<file path="src/rtl/cpu_defs.sv">
// Shared control-unit/fetch definitions: next-PC select codes and vector addresses.
package cpu_defs;

    typedef enum logic [2:0] {
        PCSRC_SEQ = 3'd0,
        PCSRC_BR  = 3'd1,
        PCSRC_J   = 3'd2,
        PCSRC_JR  = 3'd3,
        PCSRC_EXC = 3'd4,
        PCSRC_IRQ = 3'd5
    } pcsrc_e;

    localparam logic [31:0] RESET_VEC_DEF = 32'h8000_0000;
    localparam logic [31:0] IRQ_VEC_DEF   = 32'h8000_0004;
    localparam logic [31:0] EXC_VEC_DEF   = 32'h8000_0008;
    localparam int unsigned SYNC_STAGES_DEF = 2;

    // Sign-extended word offset, already scaled to bytes, in the 31-bit address space.
    function automatic logic [30:0] br_offset(input logic [15:0] imm);
        return {{13{imm[15]}}, imm, 2'b00};
    endfunction

endpackage

</file>
<file path="src/rtl/pc_fetch_unit_irq_sync.sv">
// Multi-flop synchroniser for the asynchronous interrupt line with rising-edge detect.
module irq_sync #(
    parameter int unsigned STAGES = 2
) (
    input  logic clk,
    input  logic rst_n,
    input  logic async_i,
    output logic rise_o
);

    logic [STAGES-1:0] sync_q;
    logic              prev_q;

    always_ff @(posedge clk or negedge rst_n) begin
        if (!rst_n) begin
            sync_q <= '0;
            prev_q <= 1'b0;
        end else begin
            sync_q <= {sync_q[STAGES-2:0], async_i};
            prev_q <= sync_q[STAGES-1];
        end
    end

    assign rise_o = sync_q[STAGES-1] & ~prev_q;

endmodule

</file>
<file path="src/rtl/pc_fetch_unit.sv">
// Program-counter stage: PC register, next-PC mux and kernel-masked interrupt request.
module pc_fetch_unit
    import cpu_defs::*;
#(
    parameter logic [31:0] RESET_VEC   = RESET_VEC_DEF,
    parameter logic [31:0] IRQ_VEC     = IRQ_VEC_DEF,
    parameter logic [31:0] EXC_VEC     = EXC_VEC_DEF,
    parameter int unsigned SYNC_STAGES = SYNC_STAGES_DEF
) (
    input  logic        clk,
    input  logic        reset,
    input  logic        stall,
    input  logic [2:0]  pcsrc,
    input  logic        alu_zero,
    input  logic [15:0] imm16,
    input  logic [25:0] jt_addr,
    input  logic [31:0] jr_target,
    input  logic        irq_in,
    output logic [31:0] pc,
    output logic [31:0] pc_plus4,
    output logic [31:0] pc_link,
    output logic        irq_req
);

    logic [31:0] pc_q, pc_d;
    logic        pend_q, pend_d;
    logic        irq_rise;
    logic        irq_accept;

    irq_sync #(
        .STAGES (SYNC_STAGES)
    ) u_irq_sync (
        .clk     (clk),
        .rst_n   (reset),
        .async_i (irq_in),
        .rise_o  (irq_rise)
    );

    assign pc       = pc_q;
    assign pc_plus4 = {pc_q[31], pc_q[30:0] + 31'd4};
    assign irq_req  = pend_q & ~pc_q[31];
    assign pc_link  = irq_req ? pc_q : pc_plus4;

    always_comb begin
        pc_d = pc_q;
        if (!stall) begin
            case (pcsrc)
                PCSRC_SEQ: pc_d = pc_plus4;
                PCSRC_BR:  pc_d = alu_zero ? {pc_q[31], pc_plus4[30:0] + br_offset(imm16)}
                                           : pc_plus4;
                PCSRC_J:   pc_d = {pc_plus4[31:28], jt_addr, 2'b00};
                // Kernel bit may only be kept, never gained, through a register jump.
                PCSRC_JR:  pc_d = {pc_q[31] & jr_target[31], jr_target[30:0]};
                PCSRC_IRQ: pc_d = IRQ_VEC;
                default:   pc_d = EXC_VEC;
            endcase
        end
    end

    // A fresh edge outranks acceptance so a back-to-back interrupt is never lost.
    assign irq_accept = irq_req & ~stall & (pcsrc == PCSRC_IRQ);
    assign pend_d     = irq_rise | (pend_q & ~irq_accept);

    always_ff @(posedge clk or negedge reset) begin
        if (!reset) begin
            pc_q   <= RESET_VEC;
            pend_q <= 1'b0;
        end else begin
            pc_q   <= pc_d;
            pend_q <= pend_d;
        end
    end

endmodule
</file>
<file path="config.mk">
export PLATFORM = sky130hd
export DESIGN_NAME = pc_fetch_unit
export DESIGN_NICKNAME = d
export VERILOG_FILES = /design/src/rtl/cpu_defs.sv /design/src/rtl/pc_fetch_unit_irq_sync.sv /design/src/rtl/pc_fetch_unit.sv
export SDC_FILE = /design/constraint.sdc
export NUM_CORES = 1
export LEC_CHECK = 0
export BUFFER_PORTS_ARGS = -buffer_cell sky130_fd_sc_hd__buf_2
export CAP_MARGIN = 5
export CORE_ASPECT_RATIO = 1.1
export CORE_MARGIN = 2
export CORE_UTILIZATION = 48
export CTS_CLUSTER_DIAMETER = 150
export DETAILED_ROUTE_END_ITERATION = 10
export PLACE_DENSITY = 0.78
export SYNTH_ARGS = -nofsm -noshare
export SYNTH_HDL_FRONTEND = slang
export SYNTH_SLANG_ARGS = --single-unit
</file>
<file path="constraint.sdc">
create_clock -name clk -period 4.8 [get_ports clk]
set_clock_uncertainty 0.15 [all_clocks]
set_input_delay 0.48 -clock clk [delete_from_list [all_inputs] [get_ports clk]]
set_output_delay 0.48 -clock clk [all_outputs]
set_load 0.1 [all_outputs]
</file>
==> results_dict.tcl <==
set metrics [dict create \
    crit_type "reg -> reg" \
    powerDensity_mw_per_mm2 344 \
    ys_ff_latch 36 \
    async_flop_share_pct 100 \
    num-nets-final 877 \
    grt_pass1_vias 5259 \
    start_util_pct 48.7 \
    min_path_type "in -> reg" \
    r2r-end "pc[30]" \
    clock-sinks 36 \
    path_depth 16 \
    grt_pass1_wl_mm 26.7 \
    cap_violations 0 \
    cp_slowest_cell "a211oi_1" \
    syn_area_per_cell_sq_um 7.72 \
    min_period_ps 4480 \
    gr-total-overflow 0 \
    path_clk_slew_ps 90 \
    startpoint_type "register" \
    rr_startpoint "pc[2]" \
    root_buffer "clkbuf_8" \
    synth_edf_count 0 \
    die_x_um 98.9 \
    cts_tree "built" \
    wl_per_cell_um 19.4 \
    hold_start "irq_in" \
    grt_max_degree 40 \
    end_kind "register" \
    antenna_found_initial 0 \
    hold_depth 1 \
    tns_ps 0 \
    placed_cell_area_sq_mm 0.00597 \
    hold_end "u_irq_sync.sync_q[0]" \
    ys_seq_area_share_pct 19.0 \
    fin_ws_ps 318 \
    worst_ep_required_time_ps 4890 \
    fill_cells 895 \
    critical_path_peak_fanout 5 \
    drv_slew 0 \
    cp.arrival_ps 4570 \
    ir_drop_uv 329 \
    p_leak_uw 0.00303 \
    status "completed" \
    crit_family "compound AO/OA/AOI/OAI gates" \
    cp_num_buf_inv 0 \
    fin_area_sq_mm 0.00608 \
    antenna_cells 0 \
    io_pins 179 \
    pre_cts_ws_ps 301 \
    drt_iter0_markers 457 \
    grtUsageTotal_pct 31.3 \
    place_congestion 1.02 \
    die_h_um 108 \
    max_freq_mhz 223 \
    dieArea_sq_mm 0.0107 \
    fin_crit_sh_pct 93.4 \
    hold_viol 0 \
    path_cells "ha_1 -> and3_4 -> and2_1 -> nand2_1 -> nor2_1 -> xor2_4 -> ha_1 -> nand4_1 -> a21oi_1 -> o21ai_0 -> o211ai_1 -> a31oi_1 -> a211oi_1 -> a2bb2oi_1 -> nor2_1 -> nand3_1" \
    portBuffers 178 \
    synth_nets 732 \
    rrSetupSlack_ps 320 \
    setup_violations 0 \
    htree_levels 2 \
    routed_wl_mm 17.1 \
    reg2reg_depth 16 \
    drive_gt1_share_pct 34.3 \
    syn_inst 615 \
    rows 38 \
    syn_area_sq_mm 0.00475 \
    fin_util_pct 62.4 \
    drc 0 \
    clk_latency_ps 300 \
    coreArea_sq_mm 0.00975 \
    firstDrtPassIters 9 \
    synth_cell_types 76 \
    maxSlewHeadroom_pct 25.2 \
    rsz0062_at_grt "no" \
    cts_buffers 5 \
    vias_per_cell 6.11 \
    ys.flop_type "dfrtp_1" \
    antenna_left 0 \
    cts.path.max_buffers 2 \
    ys_warn_count 0 \
    area_delta_synth_final_pct 28.0 \
    dp_hpwl_mm 13.2 \
    max_stage_delay_ps 520 \
    worst_slew_pin_slew_ps 1110 \
    totalPowerFinal_uw 2090 \
    num_vias 5382 \
    postCtsHoldBufs 0 \
]
-- worst max-delay path by stage --
stage               slack (ps)  startpoint  endpoint
floorplan                   30      pc[14]    pc[26]
global placement           470       pc[4]    pc[26]
detailed placement         300       pc[4]    pc[27]
CTS                        270       pc[4]    pc[27]
global route                20       pc[2]    pc[26]
finish                     320       pc[2]    pc[30]
-- flip-flops by register name, summed over array words and instances (netlist names) --
name,flops
u_irq_sync.prev_q,1
u_irq_sync.sync_q,2
pend_q,1
pc,32
-- synthesized netlist by cell type, types with 3 or more instances --
| cell type | number | area, sq um |
|---|---|---|
| a222oi_1 | 14 | 140 |
| xnor2_1 | 35 | 307 |
| buf_4 | 9 | 67.6 |
| nand2b_1 | 7 | 43.8 |
| a21oi_1 | 45 | 225 |
| mux2i_1 | 5 | 50.1 |
| a21o_1 | 11 | 82.6 |
| or3_1 | 3 | 18.8 |
| clkbuf_1 | 29 | 109 |
| o211ai_1 | 4 | 30.0 |
| dfrtp_1 | 35 | 876 |
| o21bai_1 | 3 | 22.5 |
| o31ai_1 | 5 | 37.5 |
| nand4_1 | 11 | 68.8 |
| buf_2 | 4 | 20.0 |
| o2111ai_1 | 3 | 26.3 |
| a211oi_1 | 5 | 37.5 |
| o21ai_1 | 4 | 20.0 |
| nor3_1 | 12 | 60.1 |
| a31oi_1 | 4 | 25.0 |
| o21ai_0 | 46 | 230 |
| ha_1 | 34 | 425 |
| o21a_1 | 4 | 30.0 |
| nor2_1 | 57 | 214 |
| a22o_1 | 15 | 131 |
| nor2b_1 | 5 | 31.3 |
| nand3_1 | 28 | 140 |
| inv_1 | 17 | 63.8 |
| nand2_1 | 56 | 210 |
| xor2_1 | 37 | 324 |
| mux2_2 | 4 | 45.0 |
| buf_6 | 3 | 33.8 |
| a221oi_1 | 3 | 26.3 |
| and3_1 | 8 | 50.1 |
-- stage by stage --
stage	instances	hold WS, ps
floorplan	615	34.4
global placement	872	183
detailed placement	872	186
CTS	880	120
global route	881	120
finish	881	125
-- worst register-to-register path, stage by stage (launching register included) --
cell,delay (ps)
dfrtp_4,450
ha_1,250
and3_4,260
and2_1,230
nand2_1,210
nor2_1,320
xor2_4,130
ha_1,410
nand4_1,160
a21oi_1,130
o21ai_0,170
o211ai_1,470
a31oi_1,240
a211oi_1,520
a2bb2oi_1,190
nor2_1,60
nand3_1,70
-- routing by layer --
layer	wire length, um	global-route usage [%]	vias to the layer above
met2	8430	55.5	264
met1	7040	39.5	2560
li1	-	-	2527
met5	0	0	-
met3	1260	3.68	31
met4	337	10.3	0
-- power by group --
part,switching (uW),total (uW),internal [uW]
Combinational,1070,1390,318
Sequential,80.3,418,338
Clock,130,284,155
-- layout by cell type (no fill, tap or decap), types with 4 or more instances in the layout --
cell type / synthesis / final
buf_2: 4 / 178
clkbuf_8: 0 / 5
xnor2_4: 0 / 7
nand2_1: 56 / 56
a211oi_1: 5 / 5
xor2_4: 0 / 7
o21a_1: 4 / 4
xnor2_2: 1 / 4
nor2b_1: 5 / 5
o31ai_1: 5 / 5
a31oi_1: 4 / 4
nor2_1: 57 / 57
o21ai_1: 4 / 4
xor2_1: 37 / 24
nand4_1: 11 / 11
nor3_1: 12 / 11
a22o_1: 15 / 15
nand3_1: 28 / 28
xor2_2: 0 / 6
dfrtp_1: 35 / 18
a21oi_1: 45 / 45
a222oi_1: 14 / 14
o211ai_1: 4 / 4
inv_1: 17 / 16
ha_1: 34 / 34
o21ai_0: 46 / 46
nand2b_1: 7 / 7
buf_4: 9 / 8
dfrtp_2: 0 / 14
xnor2_1: 35 / 25
mux2i_1: 5 / 5
a21o_1: 11 / 11
mux2_2: 4 / 4
and3_1: 8 / 8
-- kinds of logic after synthesis --
logic type,after synthesis,share of synthesized area (%)
xor gates and xnor gates,73,13.6
muxes,11,2.95
adders and majority gates,35,9.38
and+or+nand+nor,208,22.1
DFF,36,19.0
AOI/OAI and AO/OA,185,26.2
buffers and inverters,67,6.72
-- layout make-up --
type	instances	area, sq um	share of cell area [%]
clock buffers	6	72.6	1.19
clock inverters	2	35.0	0.576
inverters	19	76.3	1.26
multi-input cells	512	3860	63.6
flip-flops and latches	36	931	15.3
well taps	120	150	2.47
repair buffers	186	951	15.6
-- what timing repair did --
action | in CTS | in global routing
setup endpoints to repair | 0 | 4
setup buffers | 0 | 1
resized for setup | 0 | 0
(Power assumes the default switching activity.)
